**src/rtl/tomasula_types.sv**
```systemverilog
// ---------------------------------------------------------------------------
// tomasula_types
//   Shared types for the dispatch stage of the out-of-order core.
//   opclass_t     : class of the op at the instruction-queue head
//   rob_tag_t     : reorder-buffer tag (3 bits, 8 entries)
//   sched_state_t : dispatch scheduler FSM state, exported on state_dbg
// ---------------------------------------------------------------------------
package tomasula_types;

   typedef enum logic [1:0] {
      OPC_ALU  = 2'd0,
      OPC_LDST = 2'd1,
      OPC_NOP  = 2'd2
   } opclass_t;

   typedef logic [2:0] rob_tag_t;

   typedef enum logic [1:0] {
      ST_IDLE  = 2'd0,
      ST_RUN   = 2'd1,
      ST_STALL = 2'd2,
      ST_FLUSH = 2'd3
   } sched_state_t;

   localparam logic [15:0] STALL_CNT_MAX = 16'hFFFF;

   // Index of the set bit of a one-hot 4-bit vector (0 when no bit is set).
   function automatic logic [1:0] onehot4_to_idx(input logic [3:0] oh);
      logic [1:0] idx;
      idx = 2'd0;
      case (oh)
         4'b0010: idx = 2'd1;
         4'b0100: idx = 2'd2;
         4'b1000: idx = 2'd3;
         default: idx = 2'd0;
      endcase
      return idx;
   endfunction

endpackage

```
**src/rtl/rr_arbiter4.sv**
```systemverilog
// ---------------------------------------------------------------------------
// rr_arbiter4
//   Combinational 4-way round-robin selector. Grants the first requesting
//   line at or after ptr, wrapping 3 -> 0.
//   req   [3:0] : request lines
//   ptr   [1:0] : highest-priority line this cycle
//   grant [3:0] : one-hot grant, all zero when nothing requests
// ---------------------------------------------------------------------------
module rr_arbiter4 (
   input  logic [3:0] req,
   input  logic [1:0] ptr,
   output logic [3:0] grant
);

   logic [1:0] idx;
   logic       found;

   always_comb begin
      grant = 4'b0000;
      found = 1'b0;
      idx   = ptr;
      for (int i = 0; i < 4; i++) begin
         // 2-bit addition wraps naturally from 3 back to 0
         idx = ptr + 2'(i);
         if (!found && req[idx]) begin
            grant[idx] = 1'b1;
            found      = 1'b1;
         end
      end
   end

endmodule

```
**src/rtl/dispatch_scheduler.sv**
```systemverilog
// ---------------------------------------------------------------------------
// dispatch_scheduler
//   Issues at most one op per cycle from the instruction-queue head into the
//   ROB plus an ALU or load/store reservation station.
//
//   Handshake: a dispatch happens in the cycle where iq_valid=1, flush=0,
//   rob_full=0, the scheduler is not in FLUSH and the class resources are
//   free; iq_ack/rob_load (and the station load) pulse combinationally in
//   that same cycle and the queue head is consumed on the rising edge.
//
//   Inputs : clk, reset_n (async, active-low), iq_valid, iq_class,
//            res_empty[3:0], resldst_empty, rob_full, ldst_q_full, flush
//   Outputs: iq_ack, rob_load, res_load[3:0] (one-hot), resldst_load,
//            rob_tag[2:0], stall_cnt[15:0] (saturating), state_dbg (FSM state)
// ---------------------------------------------------------------------------
module dispatch_scheduler
   import tomasula_types::*;
(
   input  logic         clk,
   input  logic         reset_n,
   input  logic         iq_valid,
   input  opclass_t     iq_class,
   input  logic [3:0]   res_empty,
   input  logic         resldst_empty,
   input  logic         rob_full,
   input  logic         ldst_q_full,
   input  logic         flush,
   output logic         iq_ack,
   output logic         rob_load,
   output logic [3:0]   res_load,
   output logic         resldst_load,
   output rob_tag_t     rob_tag,
   output logic [15:0]  stall_cnt,
   output sched_state_t state_dbg
);

   sched_state_t state_q, state_d;
   logic [1:0]   rr_ptr_q;
   rob_tag_t     tag_q;
   logic [15:0]  stall_q;

   logic [3:0]   alu_grant;
   logic         class_ok;
   logic         dispatch;
   logic         stall_event;
   logic         clear_ptrs;

   rr_arbiter4 u_rr_arbiter4 (
      .req   (res_empty),
      .ptr   (rr_ptr_q),
      .grant (alu_grant)
   );

   always_comb begin
      class_ok = 1'b0;
      case (iq_class)
         OPC_ALU:  class_ok = |res_empty;
         OPC_LDST: class_ok = resldst_empty & ~ldst_q_full;
         OPC_NOP:  class_ok = 1'b1;
         default:  class_ok = 1'b0;  // undefined encoding never dispatches
      endcase
   end

   // reset_n is folded in so no pulse escapes while reset is held, even
   // though the registers alone would already read IDLE.
   assign dispatch = reset_n & (state_q != ST_FLUSH) & iq_valid & ~flush &
                     ~rob_full & class_ok;

   // The flush request cycle itself is not counted as a stall.
   assign stall_event = iq_valid & ~dispatch & ~flush & (state_q != ST_FLUSH);

   assign clear_ptrs = flush | (state_q == ST_FLUSH);

   always_comb begin
      state_d      = state_q;
      iq_ack       = 1'b0;
      rob_load     = 1'b0;
      res_load     = 4'b0000;
      resldst_load = 1'b0;

      if (dispatch) begin
         iq_ack   = 1'b1;
         rob_load = 1'b1;
         if (iq_class == OPC_ALU)  res_load     = alu_grant;
         if (iq_class == OPC_LDST) resldst_load = 1'b1;
      end

      if (flush)                    state_d = ST_FLUSH;
      else if (state_q == ST_FLUSH) state_d = ST_IDLE;
      else if (dispatch)            state_d = ST_RUN;
      else if (iq_valid)            state_d = ST_STALL;
      else                          state_d = ST_IDLE;
   end

   always_ff @(posedge clk or negedge reset_n) begin
      if (!reset_n) begin
         state_q  <= ST_IDLE;
         rr_ptr_q <= 2'd0;
         tag_q    <= 3'd0;
         stall_q  <= 16'd0;
      end else begin
         state_q <= state_d;

         if (clear_ptrs) begin
            rr_ptr_q <= 2'd0;
            tag_q    <= 3'd0;
         end else if (dispatch) begin
            tag_q <= tag_q + 3'd1;
            if (iq_class == OPC_ALU)
               rr_ptr_q <= onehot4_to_idx(alu_grant) + 2'd1;
         end

         if (stall_event && (stall_q != STALL_CNT_MAX))
            stall_q <= stall_q + 16'd1;
      end
   end

   assign rob_tag   = tag_q;
   assign stall_cnt = stall_q;
   assign state_dbg = state_q;

endmodule

```
**config.mk**
```make
export PLATFORM = sky130hd
export DESIGN_NAME = dispatch_scheduler
export DESIGN_NICKNAME = d
export VERILOG_FILES = /design/src/rtl/tomasula_types.sv /design/src/rtl/rr_arbiter4.sv /design/src/rtl/dispatch_scheduler.sv
export SDC_FILE = /design/constraint.sdc
export NUM_CORES = 1
export LEC_CHECK = 0
export CAP_MARGIN = 20
export CORE_MARGIN = 2
export CORE_UTILIZATION = 43
export DETAILED_ROUTE_END_ITERATION = 10
export GPL_ROUTABILITY_DRIVEN = 0
export PLACE_DENSITY = 0.76
export SLEW_MARGIN = 20
export SYNTH_ARGS = -nofsm -noshare
export SYNTH_HDL_FRONTEND = slang
export SYNTH_SLANG_ARGS = --single-unit
```
**constraint.sdc**
```tcl
create_clock -name clk -period 2.3 [get_ports clk]
set_input_delay 0.46 -clock clk [delete_from_list [all_inputs] [get_ports clk]]
set_output_delay 0.46 -clock clk [all_outputs]
set_load 0.01 [all_outputs]
```
======== Yosys cells after proc, flatten, opt, wreduce, memory -nomap -nowiden ========
Index checks and enable logic that the tools add are counted.
word-level totals
  input bits .............................. 13
  word-level logic and storage cells ...... 101
  register bits after elaboration ......... 23
cells by class
  eq/ne operators ......................... 8
  add/subtract/negate cells ............... 6
  reduce and logical (&&, ||, !) cells .... 16
  $lt $le $gt $ge ......................... 8
  bitwise gates (word level) .............. 17
  multiplexer cells ....................... 42
operators by type and width
  cell                     number
  $mux W4                  6
  $mux W2                  10
  $add A16 B1 Y16 const B  1
  $ne A16 B16 Y1 const B   1
  $mux W1                  14
  $lt A2 B3 Y1 const B     4
  $or A4 B4 Y4             3
  $and A1 B1 Y1            9
  $bmux W1 S2              4
  $demux W1 S2             4
  $ge A2 B1 Y1 const B     4
  $logic_and A1 B1 Y1      8
  $mux W3                  2
  $pmux W2 S3              1
  $add A2 B1 Y2 const B    2
  $add A2 B2 Y2 const B    2
  $eq A2 B2 Y1 const B     2
  $eq A4 B2 Y1 const B     1
  $eq A4 B3 Y1 const B     1
  $eq A4 B4 Y1 const B     1
  $not A1 Y1               4
  $reduce_bool A2 Y1       2
  $reduce_or A4 Y1         1
  $add A3 B1 Y3 const B    1
  7 further kinds          9

======== Logic depth before layout (Yosys ltp) ========
  word-level depth ........................ 21
  depth in mapped cells ................... 9
  mapped depth without buffers ............ 8

======== Hierarchy ========
Synthesis repeated with hierarchy kept, for this count alone.
unflattened totals
  cell total of the unflattened synthesis .. 154
  area total of the unflattened synthesis .. 1,567.8 um2
by module, submodules not included
  module              seq. area each (um2)  area each (um2)  instances  cells each
  dispatch_scheduler  575.6                 1,229.9          1          118
  rr_arbiter4         0.0                   337.8            1          36

======== Worst setup path after synthesis ========
Ideal clock, no wire load.
  kind .................................... reg-to-output
  from .................................... register rr_ptr_q[0]
  to ...................................... output port res_load[0]
  path buffers ............................ 1
  arrival ................................. 2,024 ps
  slack ................................... -184 ps
  cell stages (with the launch flop) ...... 8
  cells stage by stage .................... dfrtp_1 -> buf_6 -> inv_1 -> ha_1 -> mux4_2 -> nor4b_4 -> a221oi_1 -> nor2_1
between the ends
  cells in the longest elaborated chain, start to end .. 14
  elaborated cells between the ends (all ways) .. 49
ends and longest elaborated chain
  item                                                   line                       text
  start, declared                                        dispatch_scheduler.sv:38   logic [1:0] rr_ptr_q;
  start signal, assigned                                 dispatch_scheduler.sv:110  rr_ptr_q <= onehot4_to_idx(alu_grant) + 2'd1;
  branches (longest 11 deep; another with $lt A2 B3 Y1)  n/a
  $mux W4 *                                              rr_arbiter4.sv:25          if (!found && req[idx]) begin
  $mux W4 *                                              dispatch_scheduler.sv:84   if (iq_class == OPC_ALU) res_load = alu_grant;
  $mux W4 *                                              dispatch_scheduler.sv:81   if (dispatch) begin
  end, declared                                          dispatch_scheduler.sv:30   output logic [3:0] res_load,
Mark *: on every way between the ends. The select of a mux whose other input is x is not followed.

======== Worst setup path in the final report ========
  from .................................... register rr_ptr_q[0]
  to ...................................... output port res_load[2]
Same word-level chain as after synthesis.

==> results.tsv <==
metric	value	unit
p_per_area	488	mW/mm2
die_w	62.3	um
placed_area	0.00214	mm2
holdCritPathClass	flip-flop to flip-flop	
clock_skew	0.0145	ns
synth_cell_types	36	
critPathRequiredTime	1.84	ns
routed_wl	3880	um
row_count	21	
dr_total_vias	1366	
grt_max_degree	24	
grt-ovfl-total	0	
grt_usage	0.205	
cts_buffer_depth	2	
post-place-ws	-0.867	ns
fin_crit_sh	1.18	
clkTransAtPathRegs	0.12	ns
vias_per_cell	5.23	
fin_util	0.681	
synth_fp_nets	161	
post-route-min-period	2.72	ns
htree_levels	1	
dp_hpwl	2830	um
num_antenna_cells	0	
fmax	0.367	GHz
p_leak	0.983	nW
crit_fanout	4	
violations	setup timing	
layout_commonest_cell	buf_4	
route.detailed.drc	0	
first_pass_iters	4	
final_cell_mix	buf_4 (29), clkdlybuf4s50_1 (28), dfrtp_1 (22), nand2_1 (18), nor2_1 (15)	
peakVddDrop	0.482	mV
yosysWarnings	0	
p_total	1.10	mW
drive_gt1_frac	0.326	
syn_to_final_growth	54.4	%
cts_made_buffers	3	
grt_pass1_vias	1435	
setup_viol	5	
clockRootBuffer	clkbuf_4	
final_antenna_net_count	0	
start_util	0.441	
wire_per_inst	14.9	um
grt_first_pass_wirelength	6500	um
synthFlopType	dfrtp_1	
drv_cap	0	
pin_count	41	
stdcell_area	0.00225	mm2
synth_edf_count	0	
seq_area_frac_synth	0.394	
cts.sinks	23	
outcome	finished with violations	
nets	236	
crit_arrival	2.26	ns
portBuffers	40	
max-slew-margin-rel	0.752	
setup.worst_path.start_class	flip-flop	
maxSlewViolCount	0	
worst-setup-path-type	flip-flop to output port	
core_area	0.00331	mm2
syn_area	0.00146	mm2
fillCellCount	279	
cts_tree	yes	
die_y	62.3	um
whs	0.493	ns
antenna_found_initial	0	
postSynth.asyncResetShare	1.00	
cp-end-kind	output port	
worst_pin_slew	0.368	ns
rsz0062_at_grt	yes	
clk_latency	0.32	ns
synth_cells	141	
postCtsHoldBufs	0	
die-area	0.00388	mm2
setup_ws	-0.423	ns
ys_seq_elements	23	
hold_viol	0	
synth_area_per_cell	10.4	um2
drt_iter0_drc	55	
==> state kept, by name, indices dropped and copies added (netlist names) <==
signal and cells:
stall_cnt 16, rob_tag 3, rr_ptr_q 2, state_dbg 2
==> worst max-delay path, stage by stage, from the launching register on <==
cell and delay, ns:
dfrtp_2 0.45, buf_6 0.13, mux4_2 0.58, nor3b_4 0.32, buf_4 0.19, a221oi_4 0.06, nor2_1 0.09, buf_2 0.13
==> final cells by class <==
| type | count | area, um2 | area share |
|---|---|---|---|
| Multi-Input combinational cell | 110 | 928 | 0.412 |
| Timing Repair Buffer | 73 | 643 | 0.285 |
| Sequential cell | 23 | 577 | 0.256 |
| Tap cell | 46 | 57.6 | 0.0255 |
| Clock buffer | 3 | 22.5 | 0.00999 |
| Inverter | 5 | 21.3 | 0.00943 |
| Clock inverter | 1 | 5.00 | 0.00222 |
==> stage by stage <==
stage	std cells	TNS, ns
2_1_floorplan	141	-0.187
5_1_grt	261	-2.34
4_1_cts	260	-1.52
6_report	261	-1.65
3_5_place_dp	252	-6.37
3_3_place_gp	252	-5.74
==> repair_timing <==
action / in CTS / in global routing
endpoints found under the hold margin: 0 / 0
pin swaps: 7 / 9
setup endpoints to repair: 9 / 9
resized for setup: 43 / 14
buffers inserted: 4 / 4
==> layer usage <==
layer	wire [um]	track usage
met5	0	0
met4	62	0.0806
met3	134	0.0272
met2	2130	0.370
met1	1550	0.247
==> report_power, final <==
part | switching (mW) | internal, mW
logic | 0.162 | 0.211
clock network | 0.127 | 0.0651
registers | 0.0703 | 0.464
total | 0.360 | 0.740
==> final timing paths <==
check                                            end  cells after the start  slack, ns                 startpoint
max                                      res_load[2]                      7      -0.42    rr_ptr_q[0]$_DFFE_PN0P_
min reg2reg                stall_cnt[11]$_DFFE_PN0P_                      1       0.49  stall_cnt[11]$_DFFE_PN0P_
max in group asynchronous    rr_ptr_q[0]$_DFFE_PN0P_                      2       1.53                    reset_n
max reg2reg                  rr_ptr_q[1]$_DFFE_PN0P_                      9      -0.03    rr_ptr_q[0]$_DFFE_PN0P_
min                        stall_cnt[11]$_DFFE_PN0P_                      1       0.49  stall_cnt[11]$_DFFE_PN0P_
min in group asynchronous   stall_cnt[4]$_DFFE_PN0P_                      2       0.51                    reset_n
==> Yosys cell counts, types with 2 or more instances <==
library cell	instances	area (um2)
a21oi_1	3	15.0
nand3_1	7	35.0
dfrtp_1	23	576
inv_1	5	18.8
nor2_1	16	60.1
nor4_1	6	37.5
ha_1	7	87.6
nor3_1	2	10.0
nor3b_2	2	25.0
xnor2_1	8	70.1
mux4_2	3	67.6
and4_1	3	26.3
a221oi_2	3	45.0
nand2_1	19	71.3
o21ai_0	3	15.0
xor2_1	11	96.3
==> cells by family (layout without fill, tap and decap cells) <==
kind of cell	after synthesis	after routing	synth area share
xor+xnor	19	19	0.114
buf+inv	8	82	0.0291
simple gates	63	63	0.234
fa+ha+maj	7	7	0.0600
flops	23	23	0.394
compound gates	15	15	0.0900
mux	6	6	0.0788
No activity file was read; power rests on OpenSTA's default activity.
